[config.mk]
export PLATFORM = sky130hd
export DESIGN_NAME = peak_bin_detect
export DESIGN_NICKNAME = d
export VERILOG_FILES = /design/src/rtl/fft_pkg.sv /design/src/rtl/cmagsq.sv /design/src/rtl/peak_bin_detect.sv
export SDC_FILE = /design/constraint.sdc
export NUM_CORES = 1
export LEC_CHECK = 0
export ABC_AREA = 1
export BUFFER_PORTS_ARGS = -buffer_cell sky130_fd_sc_hd__buf_2
export CAP_MARGIN = 40
export CORE_MARGIN = 2
export CORE_UTILIZATION = 60
export CTS_BUF_LIST = sky130_fd_sc_hd__clkbuf_8
export DETAILED_ROUTE_END_ITERATION = 10
export GPL_TIMING_DRIVEN = 1
export PLACE_DENSITY = 0.78
export SLEW_MARGIN = 20
export SYNTH_ARGS = -nofsm -noshare
export SYNTH_HDL_FRONTEND = slang
export SYNTH_SLANG_ARGS = --single-unit
[constraint.sdc]
create_clock -name clk -period 2.75 [get_ports clk]
set_clock_uncertainty 0.15 [all_clocks]
set_input_delay 0.275 -clock clk [delete_from_list [all_inputs] [get_ports clk]]
set_output_delay 0.275 -clock clk [all_outputs]
set_load 0.05 [all_outputs]
[src/rtl/fft_pkg.sv]
// fft_pkg: constants and types shared by the FFT back-end blocks
// (peak detector, magnitude unit, weight block).
//   ADDR_W - FFT RAM address width (1024 bins)
//   SAMP_W - width of each real/imag component of an FFT word
//   MAG_W  - width of an unsigned |X|^2 value
//   cplx_t - one FFT RAM word, real part in the upper half
//   pbd_state_t - peak_bin_detect controller states
package fft_pkg;

  localparam int ADDR_W = 10;
  localparam int SAMP_W = 14;
  localparam int MAG_W  = 28;

  typedef struct packed {
    logic signed [SAMP_W-1:0] re;
    logic signed [SAMP_W-1:0] im;
  } cplx_t;

  typedef enum logic [1:0] {
    IDLE,
    SCAN,
    DRAIN,
    COMPLETE
  } pbd_state_t;

endpackage

[src/rtl/cmagsq.sv]
// cmagsq: registered complex magnitude squared, mag = re^2 + im^2.
// One clock of latency. Shared by the peak detector and the weight
// block's power path.
//   clk   - system clock
//   rst_n - asynchronous active-low reset
//   din   - complex input sample (signed re/im)
//   mag   - unsigned |din|^2, registered
module cmagsq
  import fft_pkg::*;
(
  input  logic             clk,
  input  logic             rst_n,
  input  cplx_t            din,
  output logic [MAG_W-1:0] mag
);

  logic signed [MAG_W-1:0] re_x;
  logic signed [MAG_W-1:0] im_x;
  logic signed [MAG_W-1:0] re_sq;
  logic signed [MAG_W-1:0] im_sq;

  // Widen before squaring: (-8192)^2 + (-8192)^2 = 2^27 is the largest
  // possible sum, which still fits in MAG_W bits.
  assign re_x  = {{(MAG_W-SAMP_W){din.re[SAMP_W-1]}}, din.re};
  assign im_x  = {{(MAG_W-SAMP_W){din.im[SAMP_W-1]}}, din.im};
  assign re_sq = re_x * re_x;
  assign im_sq = im_x * im_x;

  always_ff @(posedge clk or negedge rst_n) begin
    if (!rst_n) begin
      mag <= '0;
    end else begin
      mag <= $unsigned(re_sq + im_sq);
    end
  end

endmodule

[src/rtl/peak_bin_detect.sv]
// peak_bin_detect: after each FFT frame, scans channel-1 FFT RAM over
// [BIN_LO, BIN_HI] and reports the bin with the largest |X|^2. While the
// result is held it parks the RAM address at that bin for the weight block.
//   clk        - system clock
//   KEY        - KEY[0] asynchronous active-low reset, KEY[3:1] unused
//   fftdone    - pulse: new FFT frame available
//   wbdone     - pulse: weight block has consumed the result
//   ramq1      - channel-1 FFT word, RD_LAT cycles after rdaddr1
//   rdaddr1    - channel-1 FFT RAM read address
//   maxbin     - bin of peak power (meaningful while detectdone=1)
//   maxmag     - |X|^2 at maxbin
//   detectdone - level: result valid until wbdone
//   quiet      - pulse: scan ended with peak below THRESH
module peak_bin_detect
  import fft_pkg::*;
#(
  parameter int               ADDR_W = 10,
  parameter int               BIN_LO = 1,
  parameter int               BIN_HI = 511,
  parameter int               RD_LAT = 2,
  parameter logic [MAG_W-1:0] THRESH = '0
) (
  input  logic              clk,
  input  logic [3:0]        KEY,
  input  logic              fftdone,
  input  logic              wbdone,
  input  logic [MAG_W-1:0]  ramq1,
  output logic [ADDR_W-1:0] rdaddr1,
  output logic [ADDR_W-1:0] maxbin,
  output logic [MAG_W-1:0]  maxmag,
  output logic              detectdone,
  output logic              quiet
);

  // Drain covers the RAM latency, the magnitude register and the final
  // compare, so the decision sees the last bin's contribution.
  localparam int DRAIN_W = $clog2(RD_LAT + 2) + 1;

  logic rst_n;
  logic key_unused;
  assign rst_n      = KEY[0];
  assign key_unused = &{1'b0, KEY[3:1]};

  pbd_state_t          state, state_next;
  logic [ADDR_W-1:0]   rdaddr, rdaddr_next;
  logic [DRAIN_W-1:0]  drain_cnt, drain_next;
  logic                clr_best, publish, quiet_next, dd_next;

  // Address tags travel beside the RAM reads so each magnitude knows its bin.
  logic [ADDR_W-1:0]   tag_pipe [RD_LAT];
  logic [RD_LAT-1:0]   vld_pipe;
  logic [ADDR_W-1:0]   mag_tag;
  logic                mag_vld;
  logic [MAG_W-1:0]    mag;

  logic [MAG_W-1:0]    best_mag;
  logic [ADDR_W-1:0]   best_bin;

  cmagsq u_cmagsq (
    .clk   (clk),
    .rst_n (rst_n),
    .din   (cplx_t'(ramq1)),
    .mag   (mag)
  );

  always_comb begin
    state_next  = state;
    rdaddr_next = rdaddr;
    drain_next  = drain_cnt;
    clr_best    = 1'b0;
    publish     = 1'b0;
    quiet_next  = 1'b0;
    dd_next     = detectdone;
    case (state)
      IDLE: begin
        rdaddr_next = ADDR_W'(BIN_LO);
        if (fftdone) begin
          state_next = SCAN;
          clr_best   = 1'b1;
        end
      end
      SCAN: begin
        if (rdaddr == ADDR_W'(BIN_HI)) begin
          state_next = DRAIN;
          drain_next = '0;
        end else begin
          rdaddr_next = rdaddr + ADDR_W'(1);
        end
      end
      DRAIN: begin
        if (drain_cnt == DRAIN_W'(RD_LAT + 1)) begin
          if (best_mag >= THRESH) begin
            publish     = 1'b1;
            dd_next     = 1'b1;
            rdaddr_next = best_bin;
            state_next  = COMPLETE;
          end else begin
            quiet_next  = 1'b1;
            rdaddr_next = ADDR_W'(BIN_LO);
            state_next  = IDLE;
          end
        end else begin
          drain_next = drain_cnt + DRAIN_W'(1);
        end
      end
      COMPLETE: begin
        // fftdone alone is dropped: the weight block owns the result.
        if (wbdone) begin
          dd_next     = 1'b0;
          rdaddr_next = ADDR_W'(BIN_LO);
          if (fftdone) begin
            state_next = SCAN;
            clr_best   = 1'b1;
          end else begin
            state_next = IDLE;
          end
        end
      end
      default: state_next = IDLE;
    endcase
  end

  always_ff @(posedge clk or negedge rst_n) begin
    if (!rst_n) begin
      state      <= IDLE;
      rdaddr     <= ADDR_W'(BIN_LO);
      drain_cnt  <= '0;
      detectdone <= 1'b0;
      quiet      <= 1'b0;
      maxbin     <= '0;
      maxmag     <= '0;
      best_mag   <= '0;
      best_bin   <= '0;
      vld_pipe   <= '0;
      mag_tag    <= '0;
      mag_vld    <= 1'b0;
      for (int i = 0; i < RD_LAT; i++) tag_pipe[i] <= '0;
    end else begin
      state      <= state_next;
      rdaddr     <= rdaddr_next;
      drain_cnt  <= drain_next;
      detectdone <= dd_next;
      quiet      <= quiet_next;

      tag_pipe[0] <= rdaddr;
      vld_pipe[0] <= (state == SCAN);
      for (int i = 1; i < RD_LAT; i++) begin
        tag_pipe[i] <= tag_pipe[i-1];
        vld_pipe[i] <= vld_pipe[i-1];
      end
      // cmagsq adds one register; keep the tag aligned with it.
      mag_tag <= tag_pipe[RD_LAT-1];
      mag_vld <= vld_pipe[RD_LAT-1];

      // Strict compare: on a tie the earlier (lower) bin is kept.
      if (clr_best) begin
        best_mag <= '0;
        best_bin <= ADDR_W'(BIN_LO);
      end else if (mag_vld && (mag > best_mag)) begin
        best_mag <= mag;
        best_bin <= mag_tag;
      end

      if (publish) begin
        maxbin <= best_bin;
        maxmag <= best_mag;
      end
    end
  end

  assign rdaddr1 = rdaddr;

endmodule

After elaboration in Yosys (flattened, before gate mapping)
Index checks and enable logic that the tools add are counted.
Widths: inputs -> output; s select.
{ "totals": {"register_bits": 154, "inputBits": 35, "output_inout_bits": 50, "word_cells": 75} }
{ "classes": {"n_addsub": 3, "n_mul": 2, "order_cmp": 2, "eq_ne": 12, "mux": 32, "reduce_logical": 9} }
{ "ops": {"columns": ["cell", "count"], "rows": [
  ["$mux 10", 6],
  ["$mul 14x14->28", 2],
  ["$mux 28", 2],
  ["$pmux 10 s4", 1],
  ["$add 28x28->28", 1],
  ["$ge 28x1->1 const B", 1],
  ["$gt 28x28->1", 1],
  ["$ne 2x2->1 const B", 7],
  ["$mux 1", 12],
  ["$add 10x1->10 const B", 1],
  ["$eq 10x9->1 const B", 1],
  ["$mux 2", 5],
  ["$pmux 2 s4", 1],
  ["$reduce_and 4->1", 2],
  ["$mux 3", 2],
  ["$pmux 3 s2", 1],
  ["$reduce_and 3->1", 2],
  ["$reduce_bool 2->1", 3],
  ["$eq 2x2->1 const B", 2],
  ["$pmux 1 s2", 2],
  ["$add 3x1->3 const B", 1],
  ["$eq 3x2->1 const B", 1],
  ["$eq 2x1->1 const B", 1],
  ["$logic_not 2->1", 1],
  ["$logic_and 1x1->1", 1]
]} }

Logic depth before layout (Yosys ltp)
Gate-level depths: netlist (run 1).
{ "depth": {"word_depth": 4, "ltp_mapped": 30, "depth_no_buf": 29} }

Cells and area by module
A second synthesis (run 1) with hierarchy kept.
{ "unflattened": {"cells_unflattened": 2233, "area_unflattened_um2": 20373.3} }
{ "modules_own_cells": {"columns": ["module", "instances", "cells_per_inst", "area_each_um2", "seq_area_each_um2"], "rows": [
  ["cmagsq", 1, 1605, 14612.8, 700.7],
  ["peak_bin_detect", 1, 628, 5760.5, 3129.3]
]} }

Least setup slack after synthesis (run 1)
OpenSTA, ideal clock, no wires.
{ "synth_timing": {"path_type": "input to register", "from": "in ramq1[13]", "to": "reg u_cmagsq.mag[21]", "setup_time_ps": 117, "t_arrival_ps": 6381, "t_required_ps": 2483, "slack_ps": -3898, "path_stages": 24, "path_buffers": 1, "cell_sequence": "clkbuf_1 nand2_1 inv_1 fa_1 inv_1 fa_1 inv_1 fa_1 fa_1 fa_1 fa_1 inv_1 fa_1 fa_1 inv_1 ha_1 a21oi_1 o21ai_0 a21oi_1 o21ai_2 nand3_1 nand2_1 nand2_1 nand2_1"} }
{ "synth_via": {"elab_chain_cells": 2} }
{ "synth_rtl": {"columns": ["element", "line", "rtl"], "rows": [
  ["from (decl)", "peak_bin_detect.sv:27", "input logic [MAG_W-1:0] ramq1,"],
  ["$mul 14x14->28", "cmagsq.sv:27", "assign im_sq = im_x * im_x;"],
  ["$add 28x28->28", "cmagsq.sv:33", "mag <= $unsigned(re_sq + im_sq);"],
  ["to (signal assigned)", "cmagsq.sv:33", null],
  ["to (decl)", "cmagsq.sv:14", "output logic [MAG_W-1:0] mag"]
]} }
Every way passes these cells.
A chain may end at the register's enable or synchronous reset.

Worst setup path in the final report (run 1)
{ "layout_timing": {"from": "in ramq1[9]", "to": "reg u_cmagsq.mag[24]"} }
The elaborated chain is that of the path after synthesis.

==> results_dict.tcl, run 1 <==
set metrics [dict create \
    status "finished with violations" \
    violations "setup timing" \
    grt_overflow 0 \
    number_of_distinct_library_cells_after_synthesis 40 \
    core_area_um2 33300 \
    post-route-min-period_ns 5.73 \
    finalCritPeriodShare 2.08 \
    area_occupied_by_multi_input_gates_um2 15100 \
    cp_data_required_time_ns 2.95 \
    grt_first_pass_wirelength_um 82700 \
    yosys.area.top_type_share 0.399 \
    ff_latch_area_um2 3830 \
    ios 85 \
    cts_tree "yes" \
    synth_area_leaders "fa_1 (40%), dfrtp_1 (19%), inv_1 (11%)" \
    finalMaxSlewViolations 0 \
    drt-vias-per-instance 5.26 \
    cts_root_buffer "clkbuf_8" \
    count_of_state_elements_after_synthesis 153 \
    fin_ws_ns -2.98 \
    clk-insertion-delay-late_ns 0.46 \
    slowest_delay_ns 0.60 \
    ctsHtreeMaxLevel 4 \
    place.gp.congestion 0.922 \
    start_util 0.605 \
    cp_top_family "adder cells" \
    drt_drc_violations_left 0 \
    cts_buffer_depth 2 \
    first_pass_iters 6 \
    yosys_warnings 0 \
    core.rowCount 67 \
    synth_nets 2800 \
    fp.dieH_um 187 \
    diodes_inserted 0 \
    maximum_number_of_pins_on_one_net_before_global_route_repair 84 \
    antenna_found_initial 0 \
    setup.worst_path.end_class "flop" \
    yosys.area.top_type "fa_1" \
    dieWidth_um 187 \
    wl_per_cell_um 17.1 \
    placement.io_buffers 80 \
    critical_path.startpoint_type "primary input" \
    cts.reportedPaths.clkPinSlew_ns 0.09 \
    cp.buffers_inverters 7 \
    hold_viol_final 0 \
    most_frequent_cells_in_the_layout "inv_1 (549), nand2_1 (392), fa_1 (366)" \
    finalWirelength_um 50600 \
    layout-area-overhead-vs-synth_pct 25.0 \
    dp.final_hpwl_um 41000 \
    setup_viol 24 \
    postSynthAreaPerCell_um2 9.12 \
    grt_util_all_layers 0.297 \
    min_path_type "in -> reg" \
    maxCapViolCount 0 \
    register_area_share_after_synthesis 0.190 \
    slew-limit-headroom 0.580 \
    cell_chain_critical_path "buf_4 > nand2_1 > fa_1 > fa_2 > inv_2 > fa_2 > fa_1 > fa_2 > fa_1 > inv_1 > fa_2 > fa_1 > inv_2 > ha_4 > buf_4 > buf_6 > buf_6 > nand3_4 > nand3_1 > nand2_1 > nand3_2 > xor2_1" \
    place_worst_setup_slack_ns -3.66 \
    endpoint_arrival_time_on_the_critical_path_ns 5.92 \
    synth_cells 2210 \
    rsz0062_at_grt "yes" \
    dieArea_um2 35100 \
    drtIter0Drc 795 \
    fmax_mhz 175 \
    filler_cell_count 2116 \
    stdcell_area_um2 25200 \
    timing.critical_path.slowest_stage_cell "fa_2" \
    critPathKind "in -> reg" \
    layout-drive-gt1-share 0.264 \
    num-nets-final 3095 \
    synthesis.area_um2 20100 \
    first_global_vias 17200 \
    cts_made_buffers 17 \
    max_slew.worst_pin.slew_ns 0.629 \
    antenna_left 0 \
    route.vias.total 15600 \
    critical_path_peak_fanout 11 \
    placed_cell_area_um2 23100 \
    most_frequent_standard_cell_in_the_layout_excluding_fill_and_tap_cells "inv_1" \
    cts.sinks 153 \
]
cell type report:
| cell class | count | area share |
|---|---|---|
| multi-input combinational | 1378 | 0.602 |
| sequential | 153 | 0.152 |
| timing repair buffer | 341 | 0.116 |
| inverter | 614 | 0.0926 |
| tap | 448 | 0.0223 |
| clock buffer | 17 | 0.00929 |
| clock inverter | 15 | 0.00621 |
timing repair:
| item | 4_1_cts | 5_1_grt |
|---|---|---|
| setup buffers | 22 | 13 |
| pin swaps | 112 | 105 |
| hold buffers | 2 | 0 |
| gates resized for setup | 217 | 154 |
| endpoints found under the hold margin | 82 | 0 |
| setup endpoints to repair | 24 | 24 |
kinds of logic after synthesis:
group,after synthesis,synth area share
AOI/OAI and AO/OA,135,0.0371
xor gates and xnor gates,32,0.0139
adders and majority gates,555,0.494
buffers and inverters,679,0.128
DFF,153,0.190
other,1,0.000186
and+or+nand+nor,655,0.136
routing by layer:
layer	up-vias	GRT usage	routed length [um]
met1	7874	0.360	19300
met5	-	0	0
met2	507	0.544	26700
li1	7072	-	-
met3	137	0.0392	2750
met4	0	0.104	1910
registers in the layout, indices dropped and copies added, names as in the netlist, 10 cells and up:
| register | count |
|---|---|
| best_bin | 10 |
| best_mag | 28 |
| mag_tag | 10 |
| maxbin | 10 |
| maxmag | 28 |
| rdaddr1 | 10 |
| tag_pipe | 20 |
| u_cmagsq.mag | 28 |
final timing paths:
| check | from | end | slack [ns] | cells past startpoint |
|---|---|---|---|---|
| setup / recovery | ramq1[9] | u_cmagsq.mag[24] | -2.98 | 22 |
| hold / removal | fftdone | state[0] | 0.05 | 3 |
| setup reg to reg | best_mag[27] | best_mag[22] | 0.28 | 11 |
| hold reg to reg | tag_pipe[1] | mag_tag[1] | 0.20 | 0 |
| max in group asynchronous | KEY[0] | rdaddr1[0] | 1.60 | 4 |
| min in group asynchronous | KEY[0] | best_mag[2] | 0.23 | 3 |
synthesized netlist by cell type (all sizes together):
cell type and number:
inv 613, nand2 453, fa 402, ha 153, dfrtp 152, nand3 75
o21ai 66, nor2 60, nand4 47, a21oi 46, clkbuf 46, xor2 20
buf 19, xnor2 12, or2 11, a21o 5, o21a 4, o21bai 4
o22ai 4, a31oi 2, nand3b 2, nor3 2, nor3b 2, nor4 2
a311oi 1, and3 1, clkinv 1, conb 1, dfstp 1, o2111ai 1
o211ai 1, o32ai 1
metrics by stage:
stage | util | instances | TNS, ns | hold WS, ns
CTS | 0.739 | 2956 | -60.81 | 0.0478
global route | 0.756 | 2966 | -64.32 | 0.107
global placement | 0.694 | 2901 | -74.79 | 0.183
detailed placement | 0.694 | 2901 | -76.59 | 0.185
floorplan | - | 2210 | -65.54 | -0.171
finish | 0.756 | 2966 | -61.37 | 0.0532
worst min-delay path: cells and delay by family:
family	cells	cell delay [ns]
AO/OA/AOI/OAI	2	0.24
buffers and inverters	1	0.10
Power of run 1 is not shown: default switching activity piles up to over one toggle a cycle in this logic, so the estimate is an artifact.
==> inputs of run 2 (changes only) <==
--- a/config.mk
+++ b/config.mk
@@ -9,11 +9,10 @@
 export BUFFER_PORTS_ARGS = -buffer_cell sky130_fd_sc_hd__buf_2
 export CAP_MARGIN = 40
 export CORE_MARGIN = 2
-export CORE_UTILIZATION = 60
-export CTS_BUF_LIST = sky130_fd_sc_hd__clkbuf_8
+export CORE_UTILIZATION = 45
+export CTS_BUF_LIST = sky130_fd_sc_hd__clkbuf_2 sky130_fd_sc_hd__clkbuf_4 sky130_fd_sc_hd__clkbuf_8
 export DETAILED_ROUTE_END_ITERATION = 10
 export GPL_TIMING_DRIVEN = 1
-export PLACE_DENSITY = 0.78
 export SLEW_MARGIN = 20
 export SYNTH_ARGS = -nofsm -noshare
 export SYNTH_HDL_FRONTEND = slang
==> results_dict.tcl, run 2 (synthesis gave the netlist of run 1 again) <==
set metrics [dict create \
    biggestRegsByFlops "best_mag: 28 flops, maxmag: 28 flops, u_cmagsq.mag: 28 flops" \
    status "finished with violations" \
    first_pass_iters 5 \
    critical_path_peak_fanout 6 \
    violations "setup timing" \
    antenna_found_initial 1 \
    timing.hold.worst_endpoint "state[0]" \
    placed_cell_area_um2 23400 \
    min_path_type "in -> reg" \
    dieArea_um2 46500 \
    endpoint_arrival_time_on_the_critical_path_ns 5.92 \
    r2r_start "u_cmagsq.mag[27]" \
    place.gp.congestion 0.875 \
    drt-vias-per-instance 4.75 \
    finalMaxSlewViolations 0 \
    fmax_mhz 175 \
    setup.worst_path.end_class "flop" \
    fin_ws_ns -2.95 \
    cts_made_buffers 17 \
    clk-insertion-delay-late_ns 0.44 \
    cts_root_buffer "clkbuf_8" \
    crit-reg2reg-capture "best_bin[5]" \
    layout-area-overhead-vs-synth_pct 25.4 \
    grt_overflow 0 \
    critPathKind "in -> reg" \
    layout-drive-gt1-share 0.251 \
    most_frequent_standard_cell_in_the_layout_excluding_fill_and_tap_cells "inv_1" \
    max_slew.worst_pin.slew_ns 0.660 \
    r2r_setup_slack_ns 0.38 \
    finalWirelength_um 48500 \
    ios 85 \
    dieWidth_um 216 \
    post-route-min-period_ns 5.70 \
    drtIter0Drc 728 \
    cts.reportedPaths.clkPinSlew_ns 0.09 \
    wl_per_cell_um 15.5 \
    dp.final_hpwl_um 41000 \
    filler_cell_count 3874 \
    critical_path.startpoint_type "primary input" \
    placedCellCount 3060 \
    core_area_um2 44200 \
    hold_depth 3 \
    cts_tree "yes" \
    cts.sinks 153 \
    finalCritPeriodShare 2.07 \
    first_global_vias 16400 \
    maxCapViolCount 0 \
    grt_util_all_layers 0.218 \
    setup_viol 24 \
    fp.dieH_um 216 \
    post_layout_nonfiller_instances 3131 \
    ctsHtreeMaxLevel 4 \
    grt_first_pass_wirelength_um 81300 \
    cts_buffer_depth 2 \
    maximum_number_of_pins_on_one_net_before_global_route_repair 77 \
    reg2reg_depth 11 \
    slew-limit-headroom 0.560 \
    stdcell_area_um2 25300 \
    num-nets-final 3116 \
    placement.io_buffers 80 \
    start_util 0.456 \
    antenna_left 0 \
    min_from "fftdone" \
    route.vias.total 14900 \
    hold_viol_final 0 \
    cp_data_required_time_ns 2.97 \
    rsz0062_at_grt "yes" \
    drt_drc_violations_left 0 \
    fin_hold_ws_ns 0.0383 \
    most_frequent_cells_in_the_layout "inv_1 (572), nand2_1 (401), fa_1 (375)" \
    core.rowCount 77 \
]
[run 2: how the worst max path moves through the flow]
| stage | cells after the start | to | slack [ns] | start |
|---|---|---|---|---|
| after floorplan | 22 | u_cmagsq.mag[21] | -3.22 | ramq1[13] |
| after global placement | 24 | u_cmagsq.mag[25] | -3.66 | ramq1[13] |
| after detailed placement | 24 | u_cmagsq.mag[25] | -3.67 | ramq1[13] |
| after CTS | 24 | u_cmagsq.mag[26] | -2.95 | ramq1[13] |
| after global routing | 27 | u_cmagsq.mag[26] | -3.10 | ramq1[13] |
| final | 24 | u_cmagsq.mag[25] | -2.95 | ramq1[13] |
[run 2: area by class of cell]
cell class | instances | area (um^2) | area share
inverter | 614 | 2330 | 0.0922
clock buffer | 17 | 234 | 0.00926
multi-input combinational | 1378 | 15000 | 0.593
sequential | 153 | 3830 | 0.152
timing repair buffer | 362 | 3040 | 0.120
antenna | 1 | 2.50 | 0.0000991
clock inverter | 14 | 115 | 0.00456
tap | 592 | 741 | 0.0293
[run 2: repair_timing]
action	4_1_cts	5_1_grt
buffers inserted	23	20
endpoints found under the hold margin	70	0
cloned	1	0
pin swaps	97	87
setup endpoints to repair	24	24
hold buffers	2	0
resized for setup	204	94
[run 2: critical path, cell delays in order]
cell and delay, ns:
buf_12 0.12, buf_6 0.13, nand2_2 0.08, inv_2 0.06
fa_2 0.62, buf_6 0.12, buf_4 0.10, fa_1 0.42
fa_1 0.55, inv_1 0.05, fa_1 0.48, inv_1 0.05
fa_1 0.47, inv_1 0.06, fa_1 0.48, inv_1 0.05
fa_1 0.52, ha_4 0.21, ha_4 0.31, nand2_2 0.10
nor4_4 0.17, nand4_1 0.22, nand3_2 0.12, xor2_1 0.14
[run 2: layer usage]
layer,part of all wire,vias up,wire length [um],global-route usage
li1,-,7103,-,-
met1,0.44,7432,21200,0.283
met2,0.51,275,24700,0.395
met3,0.034,48,1650,0.0204
met4,0.019,0,905,0.0478
met5,0,-,0,0
[run 2: metrics by stage]
stage | utilization | TNS (ns) | setup WS [ns]
finish | 0.571 | -60.20 | -2.95
global route | 0.571 | -63.79 | -3.10
CTS | 0.561 | -61.00 | -2.95
detailed placement | 0.529 | -77.90 | -3.67
global placement | 0.529 | -77.04 | -3.66
floorplan | - | -65.54 | -3.22
Power of run 2 is left out for the same reason.
